[src/rtl/ov7670_stream_gen.sv]
// Frame-buffer reader that replays RGB444 pixels as an OV7670-style DVP byte stream
// (vsync/href/d, two bytes per pixel), used as a camera stand-in for capture-path tests.
module ov7670_stream_gen #(
  parameter int unsigned H_ACTIVE      = 320,
  parameter int unsigned V_ACTIVE      = 240,
  parameter int unsigned H_BLANK       = 144,
  parameter int unsigned VSYNC_LINES   = 3,
  parameter int unsigned V_BACK_LINES  = 17,
  parameter int unsigned V_FRONT_LINES = 10
) (
  input  logic        pclk,
  input  logic        rst_n,
  input  logic        en,
  output logic [16:0] rd_addr,
  output logic        rd_en,
  input  logic [11:0] rd_data,
  output logic        vsync,
  output logic        href,
  output logic [7:0]  d,
  output logic        busy,
  output logic        frame_done
);

  localparam int unsigned Line     = 2 * H_ACTIVE + H_BLANK;
  localparam int unsigned MaxA     = (V_ACTIVE > VSYNC_LINES) ? V_ACTIVE : VSYNC_LINES;
  localparam int unsigned MaxB     = (V_BACK_LINES > V_FRONT_LINES) ? V_BACK_LINES : V_FRONT_LINES;
  localparam int unsigned MaxLines = (MaxA > MaxB) ? MaxA : MaxB;
  localparam int unsigned CW       = $clog2(Line + 1);
  localparam int unsigned LW       = $clog2(MaxLines + 1);

  localparam logic [CW-1:0] CycLast      = CW'(Line - 1);
  localparam logic [CW-1:0] CycPrefetch  = CW'(Line - 2);
  localparam logic [CW-1:0] CycHrefEnd   = CW'(2 * H_ACTIVE);
  localparam logic [CW-1:0] CycFetchEnd  = CW'(2 * H_ACTIVE - 2);
  localparam logic [LW-1:0] VsyncLast    = LW'(VSYNC_LINES - 1);
  localparam logic [LW-1:0] VbackLast    = LW'(V_BACK_LINES - 1);
  localparam logic [LW-1:0] ActiveLast   = LW'(V_ACTIVE - 1);
  localparam logic [LW-1:0] VfrontLast   = LW'(V_FRONT_LINES - 1);

  localparam logic [2:0] StIdle   = 3'd0;
  localparam logic [2:0] StVsync  = 3'd1;
  localparam logic [2:0] StVback  = 3'd2;
  localparam logic [2:0] StActive = 3'd3;
  localparam logic [2:0] StVfront = 3'd4;

  logic [2:0]    state_q, state_d;
  logic [CW-1:0] cyc_q, cyc_d;
  logic [LW-1:0] line_q, line_d;
  logic [16:0]   addr_q;
  logic [7:0]    pix_q;
  logic          lat_q;
  logic          last_line, done_d, href_d, fetch_d, pre_line;
  logic [7:0]    d_d;

  always_comb begin
    state_d   = state_q;
    cyc_d     = cyc_q;
    line_d    = line_q;
    done_d    = 1'b0;
    last_line = 1'b0;
    case (state_q)
      StVsync:  last_line = (line_q == VsyncLast);
      StVback:  last_line = (line_q == VbackLast);
      StActive: last_line = (line_q == ActiveLast);
      StVfront: last_line = (line_q == VfrontLast);
      default:  last_line = 1'b0;
    endcase

    if (state_q == StIdle) begin
      if (en) state_d = StVsync;
    end else if (cyc_q == CycLast) begin
      cyc_d = '0;
      if (last_line) begin
        line_d = '0;
        case (state_q)
          StVsync:  state_d = StVback;
          StVback:  state_d = StActive;
          StActive: state_d = StVfront;
          StVfront: begin
            state_d = en ? StVsync : StIdle;
            done_d  = 1'b1;
          end
          default:  state_d = StIdle;
        endcase
      end else begin
        line_d = line_q + 1'b1;
      end
    end else begin
      cyc_d = cyc_q + 1'b1;
    end
  end

  // Outputs are decoded from the next position so the registers line up with it.
  always_comb begin
    href_d   = (state_d == StActive) && (cyc_d < CycHrefEnd);
    pre_line = ((state_d == StVback) && (line_d == VbackLast)) ||
               ((state_d == StActive) && (line_d != ActiveLast));
    // Pixel x is fetched two cycles ahead of its even byte; pixel 0 comes from the prior line.
    fetch_d  = ((state_d == StActive) && (cyc_d < CycFetchEnd) && !cyc_d[0]) ||
               ((cyc_d == CycPrefetch) && pre_line);
    if (!href_d) begin
      d_d = 8'h00;
    end else if (lat_q) begin
      d_d = {4'h0, rd_data[11:8]};
    end else begin
      d_d = pix_q;
    end
  end

  always_ff @(posedge pclk or negedge rst_n) begin
    if (!rst_n) begin
      state_q    <= StIdle;
      cyc_q      <= '0;
      line_q     <= '0;
      addr_q     <= '0;
      pix_q      <= '0;
      lat_q      <= 1'b0;
      rd_addr    <= '0;
      rd_en      <= 1'b0;
      vsync      <= 1'b0;
      href       <= 1'b0;
      d          <= 8'h00;
      busy       <= 1'b0;
      frame_done <= 1'b0;
    end else begin
      state_q    <= state_d;
      cyc_q      <= cyc_d;
      line_q     <= line_d;
      lat_q      <= rd_en;
      if (lat_q) pix_q <= rd_data[7:0];
      rd_en      <= fetch_d;
      if (fetch_d) begin
        rd_addr <= addr_q;
        addr_q  <= addr_q + 1'b1;
      end else if ((state_d == StVsync) || (state_d == StIdle)) begin
        addr_q  <= '0;
      end
      vsync      <= (state_d == StVsync);
      href       <= href_d;
      d          <= d_d;
      busy       <= (state_d != StIdle);
      frame_done <= done_d;
    end
  end

endmodule

[config.mk]
export PLATFORM = sky130hd
export DESIGN_NAME = ov7670_stream_gen
export DESIGN_NICKNAME = d
export VERILOG_FILES = /design/src/rtl/ov7670_stream_gen.sv
export SDC_FILE = /design/constraint.sdc
export NUM_CORES = 1
export LEC_CHECK = 0
export BUFFER_PORTS_ARGS = -buffer_cell sky130_fd_sc_hd__buf_2
export CAP_MARGIN = 25
export CORE_AREA = 4 4 113 115
export CTS_CLUSTER_SIZE = 24
export DETAILED_ROUTE_END_ITERATION = 7
export DIE_AREA = 0 0 117 119
export PLACE_DENSITY = 0.62
export SLEW_MARGIN = 20
export SYNTH_ARGS = -nofsm -noshare
export SYNTH_HDL_FRONTEND = slang
export SYNTH_SLANG_ARGS = --single-unit
[constraint.sdc]
create_clock -name pclk -period 4.47 [get_ports pclk]
set_input_delay 0.2235 -clock pclk [delete_from_list [all_inputs] [get_ports pclk]]
set_output_delay 0.2235 -clock pclk [all_outputs]
set_load 0.005 [all_outputs]
Word-level counts from Yosys, hierarchy flattened
Index checks and enable logic that the tools add are counted.
- bits of input ports: 15
- logic and storage cells: 67
- memory bits (writable): 0
- bits in registers: 77
- latch bits: 0
- memory bits (read-only): 0
- memories kept: 0
- output and inout bits: 30
- mux-type cells: 20
- equal/unequal tests: 15
- bitwise gates (word level): 0
- reduce and logical (&&, ||, !) cells: 14
- shift operators: 0
- $add $sub $neg: 3
- divide/modulo/power cells: 0
- order comparisons: 2
- multipliers: 0
- operators with widths (cell ; number):
    8-bit two-way mux ; 5
    17-bit two-way mux ; 2
    10-bit equality test (second input constant) ; 2
    10-bit less-than comparator (second input constant) ; 2
    10-bit two-way mux ; 2
    17-bit by 1-bit adder with 17-bit output (second input constant) ; 1
    8-bit by 5-bit equality test with 1-bit output (second input constant) ; 2
    3-bit by 2-bit equality test with 1-bit output (second input constant) ; 4
    3-bit two-way mux ; 4
    3-bit one-hot mux with 4 select lines ; 1
    10-bit by 1-bit adder with 10-bit output (second input constant) ; 1
    8-bit by 1-bit adder with 8-bit output (second input constant) ; 1
    8-bit by 2-bit equality test with 1-bit output (second input constant) ; 1
    8-bit by 4-bit equality test with 1-bit output (second input constant) ; 1
    8-bit equality test (second input constant) ; 1
    8-bit inequality test (second input constant) ; 1
    3-bit by 1-bit equality test with 1-bit output (second input constant) ; 2
    1-bit logical AND ; 6
    3-bit zero test ; 2
    1-bit two-way mux ; 5
    1-bit one-hot mux with 4 select lines ; 1
    3-bit equality test (second input constant) ; 1
    1-bit logical OR ; 3
    3-bit nonzero test ; 1
    other kinds (2) ; 2

Depth between registers and ports, before layout
- depth in word-level cells: 11
- depth in mapped cells: 13
- depth with buffers taken out: 10

Least setup slack after synthesis
No wires, ideal clock.
- path kind: register -> register
- start: reg state_q[1]
- end: reg rd_addr[0]
- library setup time: 125 ps
- stages on the path, launching flop included: 13
- buffers on the path: 3
- period minus slack after synthesis: 3252 ps
- path slack: 1218 ps
- arrival: 3126 ps
- required time: 4345 ps
- cell sequence: dfrtp_1 > buf_6 > or4b_1 > a211o_1 > a221oi_4 > nand2_2 > mux2i_1 > a221o_1 > o2111ai_2 > and2_1 > buf_6 > buf_8 > mux2_4
- cells in the longest elaborated chain, start to end: 10
- RTL lines (what ; line ; source):
    start: declaration ; 46 ; logic [2:0] state_q, state_d;
    start signal: assignment ; 112 ; state_q <= StIdle;
    start signal: assignment ; 126 ; state_q <= state_d;
    3-bit equality test (tied with other cells) ; 61, 75 ;
    3-bit one-hot mux with 4 select lines / 1-bit one-hot mux with 4 select lines (equally long branches) ; 75, 61 ;
    3-bit two-way mux ; 73 ; if (last_line) begin
    3-bit two-way mux ; 71 ; end else if (cyc_q == CycLast) begin
    3-bit two-way mux * ; 69 ; if (state_q == StIdle) begin
    net state_d[0] ; 46 ;
    3-bit by 2-bit equality test with 1-bit output (on tied branches) ; 96, 97, 99 ;
    1-bit logical AND (on tied branches) ; 96, 97 ;
    1-bit logical OR ; 96 ; pre_line = ((state_d == StVback) && (line_d == VbackLast)) ||
    1-bit logical AND ; 100 ; ((cyc_d == CycPrefetch) && pre_line);
    1-bit logical OR * ; 99 ; fetch_d = ((state_d == StActive) && (cyc_d < CycFetchEnd) && !cyc_d[0]) ||
    end signal: assignment ; 133 ; rd_addr <= addr_q;
    end: declaration ; 14 ; output logic [16:0] rd_addr,
The timed path passes the listed nets; every way through them passes the cells marked *.
A chain may end at the register's enable or synchronous reset.

Final worst setup path
- start: reg state_q[1]
- end: reg rd_addr[15]
The elaborated chain is that of the path after synthesis.

==> flow_summary.ini <==
[outcome]
outcome = finished, final reports clean

[worst_setup_path]
path_cells = or4b_1 -> a211o_1 -> a221oi_4 -> nand2_2 -> mux2i_1 -> a221o_1 -> o2111ai_2 -> and2_1 -> buf_4 -> mux2_2
path_buf_inv = 1
cp_top_family = compound AO/OA/AOI/OAI gates
cp.arrival_ns = 3.88
startpoint_type = flop
reg2reg_depth = 10
cp_max_fo = 34
required_ns = 4.69
path_depth = 10
crit_slowest_cell = or4b_1
worst-setup-path-type = flop to flop
cp_slowest_stage_delay_ns = 0.57
endpoint_kind = flop

[detailed_routing]
ant_nets = 0
vias = 3121
first_iter_violations = 257
wl_per_cell_um = 14.7
wirelength_mm = 8.74
via_per_inst = 5.24
drt_pass1_iterations = 4
remaining_drc_errors = 0

[sta]
period_minus_slack_ns = 3.67
max_slew.worst_pin.slew_ns = 0.657
grt_setup_unrepaired = no
finalSetupTns_ns = 0
setup_viol = 0
max_freq_mhz = 273
min_period_over_period_pct = 82.0
slew_violations = 0
hold_violations = 0
slew_headroom_pct = 55.6
fin_worst_skew_ns = 0.00505

[global_routing]
antenna_found_initial = 0
grt_pass1_vias = 3016
grt_usage_pct = 13.1
overflow = 0
grt_max_degree = 78
grt_pass1_wl_mm = 14.7

[cts]
root_buffer = clkbuf_16
cts_tree = yes
numCtsBuffers = 9
cts_buffer_depth = 2
cts_sinks = 77
clkLatencyLatePin_ns = 0.33
htree_levels = 3
path_clk_slew_ns = 0.06
post_cts_buffers = 0

[hold_path]
min_path_cells = 3
hold_path_class = input port to flop

[synth]
synthTopCellsByArea = dfrtp_1 48%, nand2_1 4.6%, nand2b_1 4.2%
ys_top_cells_by_count = 77 x dfrtp_1, 49 x nand2_1, 27 x nand2b_1
synth_nets = 425
postSynthAreaPerCell_sq_um = 9.90
synthFlopType = dfrtp_1
synth_cells = 407
synth_top_area_cell = dfrtp_1
synth_edf_count = 0
yosysMostFrequentCell = dfrtp_1
synth_cell_types = 53
synth_top_cell_area_share_pct = 47.8
synth-seq-cells = 77
seq_area_frac_synth_pct = 47.8
synthesis.area_sq_mm = 0.00403
yosys_warnings = 0
synth-async-reset-ratio_pct = 100

[job]
drv_cap = 0

[placement]
dp_hpwl_mm = 5.88
place_congestion = 0.932
dp.cells = 578
dpl_cell_area_sq_mm = 0.00433
portBuffers = 44

[power_and_ir_drop]
fin_total_pwr_uw = 1750
p_per_area_mw_per_mm2 = 373
worst_ir_drop_vdd_mv = 0.199
power_leakage_uw = 0.00216

[layout]
seq_area_sq_mm = 0.00193
area_growth_pct = 16.6
fill_cells = 1140
num_antenna_cells = 0
layout.cells.non_filler = 596
post-route-cell-area_sq_mm = 0.00470
multiInputGateArea_sq_mm = 0.00192
layout-drive-gt1-share_pct = 23.2
nets = 462

[floorplan]
die-area_sq_mm = 0.0139
die_w_um = 117
core_sq_mm = 0.0118
die_y_um = 119
initial_core_util_pct = 34.1
ios = 45
row_count = 40
stage by stage:
| stage | util (%) | hold WS (ns) | worst slack, ns |
|---|---|---|---|
| final | 39.8 | 0.0906 | 0.804 |
| after global routing | 39.8 | 0.104 | 0.401 |
| after CTS | 39.5 | 0.0784 | 0.799 |
| after detailed placement | 36.7 | 0.370 | 0.849 |
| after global placement | 36.7 | 0.357 | 0.852 |
| after floorplan | - | -0.0721 | 1.22 |
cell families (layout without fill, tap and decap cells):
family | Yosys count | in the layout | synth area share [%]
DFF | 77 | 77 | 47.8
AOI/OAI and AO/OA | 89 | 89 | 15.8
xor gates and xnor gates | 12 | 12 | 2.61
adders and majority gates | 3 | 3 | 0.931
and+or+nand+nor | 172 | 172 | 22.2
muxes | 18 | 18 | 5.99
buffers and inverters | 36 | 78 | 4.59
tightest hold or removal path: cells and delay by family:
family / cells / cell delay, ns
buffers and inverters: 1 / 0.07
AND/OR/NAND/NOR: 2 / 0.09
registers in the layout, summed over array words and instances, names as in the netlist, 3 cells and up:
register,flops
rd_addr,17
cyc_q,10
addr_q,17
state_q,3
pix_q,8
line_q,8
d,8
final cells by class:
type	count	area share, %
clock buffers	9	4.79
clock inverters	7	2.42
inverters	11	0.879
multi-input cells	294	40.8
flip-flops and latches	77	41.0
well taps	147	3.91
repair buffers	51	6.18
cells in the final DEF (no fill, tap or decap), types with 2 or more instances in the layout:
cell       count
dfrtp_1       77
nand2_1       49
buf_2         43
nand2b_1      27
nor2_1        20
o21ai_0       20
nand3_1       16
a21oi_1       15
and3_1        13
a22oi_1       12
inv_1         11
mux2_4        11
a31o_2        11
clkbuf_16      9
nand4_1        7
xor2_1         7
or2_2          7
nor3_1         6
buf_4          6
and2_1         5
nor4_1         5
xnor2_1        5
a211o_1        5
mux2_2         5
o221ai_1       5
or3_1          4
a31oi_1        4
nor3b_1        3
o31ai_1        3
ha_1           3
bufinv_16      3
clkinv_2       3
o311ai_0       2
o21a_1         2
and4_1         2
nand2_2        2
nor2b_1        2
mux2i_1        2
final timing paths:
path	endpoint	slack, ns	from
max	rd_addr[15]	0.80	state_q[1]
min	pix_q[1]	0.09	rd_data[1]
max reg2reg	rd_addr[15]	0.80	state_q[1]
min reg2reg	lat_q	0.38	rd_en
max in group asynchronous	pix_q[5]	3.50	rst_n
min in group asynchronous	rd_addr[7]	0.40	rst_n
timing repair:
item	in CTS	in global routing
gates resized for setup	0	0
hold buffers	0	1
hold endpoints to repair	0	36
metal layers:
metal | vias to the layer above | GRT usage (%) | wire [um] | share of wire, %
met3 | 15 | 2.64 | 410 | 4.7
met4 | 0 | 5.30 | 140 | 1.6
met1 | 1496 | 18.4 | 4240 | 49
li1 | 1535 | - | - | -
met5 | - | 0 | 0 | 0
met2 | 75 | 19.5 | 3950 | 45
power by group:
group	internal, uW	switching [uW]
clock	543	280
sequential	730	57.2
combinational	61.7	81.9
total	1330	420
Power figures use the tool's default switching activity.
